**config.mk**
```make
export PLATFORM = sky130hd
export DESIGN_NAME = psum_accumulator
export DESIGN_NICKNAME = d
export VERILOG_FILES = /design/src/rtl/cnn_pkg.sv /design/src/rtl/sat_add.sv /design/src/rtl/psum_accumulator.sv
export SDC_FILE = /design/constraint.sdc
export NUM_CORES = 1
export LEC_CHECK = 0
export CORE_ASPECT_RATIO = 1.1
export CORE_MARGIN = 5
export CORE_UTILIZATION = 50
export CTS_CLUSTER_SIZE = 12
export DETAILED_ROUTE_END_ITERATION = 16
export GPL_TIMING_DRIVEN = 0
export PLACE_DENSITY = 0.78
export SYNTH_ARGS = -nofsm -noshare
export SYNTH_HDL_FRONTEND = slang
export SYNTH_SLANG_ARGS = --single-unit
```
**constraint.sdc**
```tcl
create_clock -name clk -period 4.5 [get_ports clk]
set_clock_uncertainty 0.2 [all_clocks]
set_input_delay 0.675 -clock clk [delete_from_list [all_inputs] [get_ports clk]]
set_output_delay 0.675 -clock clk [all_outputs]
set_load 0.02 [all_outputs]
```
**src/rtl/cnn_pkg.sv**
```systemverilog
// Shared definitions for the partial-sum accumulation datapath:
// default word widths and the accumulator FSM state encoding.
package cnn_pkg;

  localparam int PROD_W_DEF = 20;
  localparam int ACC_W_DEF  = 24;
  localparam int CNT_W_DEF  = 8;

  typedef enum logic {
    ST_IDLE  = 1'b0,
    ST_ACCUM = 1'b1
  } acc_state_e;

endpackage

```
**src/rtl/sat_add.sv**
```systemverilog
// Unsigned saturating adder. The sum is formed one bit wider than the operands
// so the carry-out can be seen; on carry the result clamps to all-ones.
module sat_add #(
  parameter int ACC_WIDTH = 24
) (
  input  logic [ACC_WIDTH-1:0] a,
  input  logic [ACC_WIDTH-1:0] b,
  output logic [ACC_WIDTH-1:0] sum,
  output logic                 ovf
);

  logic [ACC_WIDTH:0] raw;

  // Widened add, then clamp on carry-out.
  always_comb begin
    raw = {1'b0, a} + {1'b0, b};
    ovf = raw[ACC_WIDTH];
    sum = ovf ? {ACC_WIDTH{1'b1}} : raw[ACC_WIDTH-1:0];
  end

endmodule

```
**src/rtl/psum_accumulator.sv**
```systemverilog
// Window accumulator for PE product streams.
//
//   state    | meaning
//   ---------+-----------------------------------------------
//   ST_IDLE  | no window open; next beat adds onto bias
//   ST_ACCUM | window open; next beat adds onto running sum
//
// The result register is a single-entry skid: input is stalled only while a
// result is held and not being consumed, so a last beat may land in the same
// cycle the previous result leaves.
module psum_accumulator
  import cnn_pkg::*;
#(
  parameter int PROD_WIDTH = PROD_W_DEF,
  parameter int ACC_WIDTH  = ACC_W_DEF,
  parameter int CNT_WIDTH  = CNT_W_DEF
) (
  input  logic                  clk,
  input  logic                  rst,
  input  logic                  prod_valid,
  input  logic [PROD_WIDTH-1:0] prod_data,
  input  logic                  prod_last,
  output logic                  prod_ready,
  input  logic [ACC_WIDTH-1:0]  bias,
  output logic                  acc_valid,
  output logic [ACC_WIDTH-1:0]  acc_data,
  output logic                  acc_sat,
  output logic [CNT_WIDTH-1:0]  acc_count,
  input  logic                  acc_ready
);

  acc_state_e           state_q, state_d;
  logic [ACC_WIDTH-1:0] acc_q, acc_d;
  logic [CNT_WIDTH-1:0] cnt_q, cnt_d;
  logic                 sat_q, sat_d;
  logic                 valid_q, valid_d;
  logic [ACC_WIDTH-1:0] data_q, data_d;
  logic [CNT_WIDTH-1:0] ocnt_q, ocnt_d;
  logic                 osat_q, osat_d;

  logic                 beat;
  logic [ACC_WIDTH-1:0] add_a;
  logic [ACC_WIDTH-1:0] add_b;
  logic [ACC_WIDTH-1:0] add_sum;
  logic                 add_ovf;
  logic [CNT_WIDTH-1:0] beat_cnt;
  logic                 beat_sat;

  assign prod_ready = !(valid_q && !acc_ready);
  assign beat       = prod_valid && prod_ready;

  assign add_a = (state_q == ST_IDLE) ? bias : acc_q;
  assign add_b = ACC_WIDTH'(prod_data);

  sat_add #(
    .ACC_WIDTH(ACC_WIDTH)
  ) u_sat_add (
    .a  (add_a),
    .b  (add_b),
    .sum(add_sum),
    .ovf(add_ovf)
  );

  // Beat count and sticky saturation as they stand after the current beat.
  always_comb begin
    if (state_q == ST_IDLE) begin
      beat_cnt = CNT_WIDTH'(1);
      beat_sat = add_ovf;
    end else begin
      beat_cnt = (cnt_q == {CNT_WIDTH{1'b1}}) ? cnt_q : cnt_q + CNT_WIDTH'(1);
      beat_sat = sat_q || add_ovf;
    end
  end

  // State register.
  always_ff @(posedge clk or posedge rst) begin
    if (rst) begin
      state_q <= ST_IDLE;
    end else begin
      state_q <= state_d;
    end
  end

  // Next state: any accepted beat opens or continues a window; last closes it.
  always_comb begin
    state_d = state_q;
    if (beat) begin
      state_d = prod_last ? ST_IDLE : ST_ACCUM;
    end
  end

  // Datapath and result register next values.
  always_comb begin
    acc_d   = acc_q;
    cnt_d   = cnt_q;
    sat_d   = sat_q;
    valid_d = valid_q;
    data_d  = data_q;
    ocnt_d  = ocnt_q;
    osat_d  = osat_q;
    if (beat && prod_last) begin
      data_d  = add_sum;
      ocnt_d  = beat_cnt;
      osat_d  = beat_sat;
      valid_d = 1'b1;
      acc_d   = '0;
      cnt_d   = '0;
      sat_d   = 1'b0;
    end else begin
      if (beat) begin
        acc_d = add_sum;
        cnt_d = beat_cnt;
        sat_d = beat_sat;
      end
      if (valid_q && acc_ready) begin
        valid_d = 1'b0;
      end
    end
  end

  // Datapath and result registers.
  always_ff @(posedge clk or posedge rst) begin
    if (rst) begin
      acc_q   <= '0;
      cnt_q   <= '0;
      sat_q   <= 1'b0;
      valid_q <= 1'b0;
      data_q  <= '0;
      ocnt_q  <= '0;
      osat_q  <= 1'b0;
    end else begin
      acc_q   <= acc_d;
      cnt_q   <= cnt_d;
      sat_q   <= sat_d;
      valid_q <= valid_d;
      data_q  <= data_d;
      ocnt_q  <= ocnt_d;
      osat_q  <= osat_d;
    end
  end

  assign acc_valid = valid_q;
  assign acc_data  = data_q;
  assign acc_sat   = osat_q;
  assign acc_count = ocnt_q;

endmodule

```
==> flow_metrics.env <==
export IMPL_status="finished clean"
export IMPL_synth_top_family_by_area="compound AO/OA/AOI/OAI gates"
export IMPL_drv_cap=0
export IMPL_startpoint="state_q"
export IMPL_arrival_ns=4.30
export IMPL_synth_simple_area_share_pct=17.3
export IMPL_rsz0062_at_grt="no"
export IMPL_numCtsBuffers=9
export IMPL_finalHoldViolCount=0
export IMPL_seq_area_um2=1700
export IMPL_holdPathStages=2
export IMPL_yosysSeqAreaShare_pct=40.3
export IMPL_avgSynthCellArea_um2=9.02
export IMPL_multi_input_area_um2=2400
export IMPL_portBuffers=83
export IMPL_hpwl_mm=8.49
export IMPL_max_freq_ghz=0.235
export IMPL_clkSinkCount=68
export IMPL_ys_ff_latch=68
export IMPL_synth_cell_types=55
export IMPL_clock_path_buffers=2
export IMPL_grt_max_degree=69
export IMPL_worstSetupPathType="flip-flop to flip-flop"
export IMPL_layout_commonest_cell="clkdlybuf4s50_1"
export IMPL_insertion_delay_ns=0.35
export IMPL_combPwrFrac_pct=49.5
export IMPL_gp_congestion=0.946
export IMPL_grt_pass1_wl_mm=18.3
export IMPL_cts_hold_buf=0
export IMPL_min_delay_path_class="flip-flop to flip-flop"
export IMPL_synth_cells=468
export IMPL_synthMuxAreaShare_pct=8.18
export IMPL_setup_viol=0
export IMPL_leakage_nw=2.40
export IMPL_netlist_area_um2=4220
export IMPL_fin_nets=633
export IMPL_ant_nets=0
export IMPL_initial_core_util_pct=50.7
export IMPL_async_flop_share_pct=100
export IMPL_p_sw_share_pct=40.6
export IMPL_layout_min_cycle_time_ns=4.26
export IMPL_root_buffer="clkbuf_8"
export IMPL_avgRoutedWirePerCell_um=16.4
export IMPL_slew_viol_final=0
export IMPL_synth_warnings=0
export IMPL_vias_per_cell=5.71
export IMPL_reg2reg_to="acc_data[21]"
export IMPL_design_area_um2=5370
export IMPL_post_synth_xor_area_fraction_pct=3.94
export IMPL_htree_num_levels=3
export IMPL_slew_headroom_pct=45.4
export IMPL_coreArea_um2=8320
export IMPL_chipWidth_um=97.6
export IMPL_hold_slack_ns=0.279
export IMPL_area_growth_pct=27.3
export IMPL_clkTransAtPathRegs_ns=0.08
export IMPL_crit_required_ns=4.54
export IMPL_vias=3869
export IMPL_pwr_share_clk_pct=17.0
export IMPL_dr_pass1_iters=6
export IMPL_whs_endpoint="acc_q[0]"
export IMPL_worst_pin_slew_ns=0.819
export IMPL_power_per_cell_area_nw_per_um2=503
export IMPL_n_antenna_cell=0
export IMPL_power_switching_mw=1.10
export IMPL_cts_tree="done"
export IMPL_finalCritPeriodShare_pct=94.7
export IMPL_tns_ns=0
export IMPL_rr_startpoint="state_q"
export IMPL_end_kind="flip-flop"
export IMPL_vdd_drop_max_v=0.000217
export IMPL_r2r_cells=14
export IMPL_grt_ovfl_total=0
export IMPL_p_int_mw=1.60
export IMPL_fp_dieH_um=106
export IMPL_final_cell_mix="clkdlybuf4s50_1 (83), nand2_1 (73), dfrtp_1 (68), o21ai_0 (60), nor2_1 (41)"
export IMPL_regToRegSetupSlack_ns=0.24
export IMPL_postCtsSetupRepairBufs=0
export IMPL_synth_flop_cell="dfrtp_1"
export IMPL_wl_mm=11.1
export IMPL_drive_gt1_share_pct=11.3
export IMPL_synthAdderAreaFrac_pct=6.70
export IMPL_synth_edff_count=0
export IMPL_grt_pass1_vias=3896
export IMPL_dieArea_um2=10400
export IMPL_syn_nets=539
export IMPL_place_area_um2=5190
export IMPL_grt_total_usage_pct=21.8
export IMPL_drt_initial_drc_count=245
export IMPL_holdCritStartpoint="acc_q[0]"
export IMPL_io_pin_count=84
export IMPL_synth_compound_area_share_pct=20.7
export IMPL_antenna_found_initial=0
export IMPL_pwr_share_seq_pct=33.6
export IMPL_core_rowCount=35
export IMPL_cts_resized=0
export IMPL_setup_worst_path_start_class="flip-flop"
export IMPL_drc=0
export IMPL_filler_cell_count=709
export IMPL_power_mw=2.70
export IMPL_cp_max_fo=10
cell type report:
| cell class | instances | area share [%] |
|---|---|---|
| well taps | 111 | 2.59 |
| multi-input cells | 374 | 44.6 |
| clock inverters | 6 | 0.745 |
| inverters | 6 | 0.466 |
| flip-flops and latches | 68 | 31.7 |
| plain buffers | 20 | 1.89 |
| repair buffers | 83 | 15.5 |
| clock buffers | 10 | 2.56 |
worst max path at each step:
stage,endpoint,cells after the start
6_report,acc_data[21],14
5_1_grt,acc_data[21],14
4_1_cts,acc_q[8],16
3_5_place_dp,acc_q[8],16
3_3_place_gp,acc_q[8],16
2_1_floorplan,acc_q[17],16
per-layer routing:
metal	up-vias	wire length (um)	global-route usage, %
li1	1852	-	-
met1	1859	4770	27.1
met2	131	5550	37.7
met3	27	550	4.07
met4	0	271	8.11
met5	-	0	0
stage by stage:
stage	std cells	setup WS (ns)	util, %
floorplan	468	0.841	-
global placement	662	0.202	62.4
detailed placement	662	0.118	62.4
CTS	678	0.0752	64.5
global route	678	0.0152	64.6
finish	678	0.240	64.6
kinds of logic (layout without fill, tap and decap cells):
group,count (synthesis),count (layout)
compound gates,139,139
xor+xnor,19,19
fa+ha+maj,22,22
buf+inv,26,125
flops,68,68
mux,31,31
simple gates,163,163
cells in the mapped netlist (2+ instances only):
cell / n / area [um2]
nor2_1: 41 / 154
nor2b_1: 5 / 31.3
ha_1: 21 / 263
and4_1: 2 / 17.5
and3_1: 4 / 25.0
o21ai_1: 4 / 20.0
o211a_1: 2 / 20.0
clkbuf_1: 13 / 48.8
a31oi_1: 4 / 25.0
o211ai_1: 3 / 22.5
nand2_1: 73 / 274
mux2i_1: 6 / 60.1
o31ai_1: 2 / 15.0
a21oi_1: 29 / 145
nor3_1: 6 / 30.0
mux2_2: 24 / 270
o21bai_1: 3 / 22.5
a21boi_0: 2 / 15.0
and3_2: 2 / 15.0
a21oi_2: 3 / 26.3
and2_1: 5 / 31.3
o21ai_0: 60 / 300
buf_2: 2 / 10.0
a21o_1: 7 / 52.6
o21ai_2: 2 / 17.5
nand2b_1: 5 / 31.3
nand3_1: 10 / 50.1
dfrtp_1: 68 / 1700
xor2_1: 5 / 43.8
nor4_1: 2 / 12.5
xnor2_1: 14 / 123
buf_1: 2 / 7.51
a22o_1: 6 / 52.6
buf_6: 3 / 33.8
inv_1: 6 / 22.5
or3_1: 3 / 18.8
state kept, by name, indices dropped and copies added (netlist names):
name and flops:
state_q 1, acc_q 24, acc_valid 1, acc_data 24, cnt_q 8, sat_q 1
acc_sat 1, acc_count 8
worst max-delay path, cell delays in order (launching register included):
cell      delay (ns)
dfrtp_1         0.32
buf_2           0.22
buf_1           0.51
clkbuf_1        0.48
mux2_2          0.40
ha_1            0.29
buf_6           0.14
a21o_1          0.17
a21o_1          0.23
or3_1           0.34
o21ai_2         0.07
a21oi_2         0.08
a311oi_2        0.32
o31ai_2         0.10
mux2_4          0.27
power groups by stage:
| stage | logic, mW | registers (mW) | clock network [mW] |
|---|---|---|---|
| after global placement | 1.30 | 0.906 | 0 |
| after detailed placement | 1.33 | 0.917 | 0 |
| after CTS | 1.33 | 0.906 | 0.461 |
| after global routing | 1.47 | 0.927 | 0.491 |
| final | 1.34 | 0.907 | 0.458 |
| after floorplan | 0.751 | 1.01 | 0 |
No activity file was read; power rests on OpenSTA's default activity.
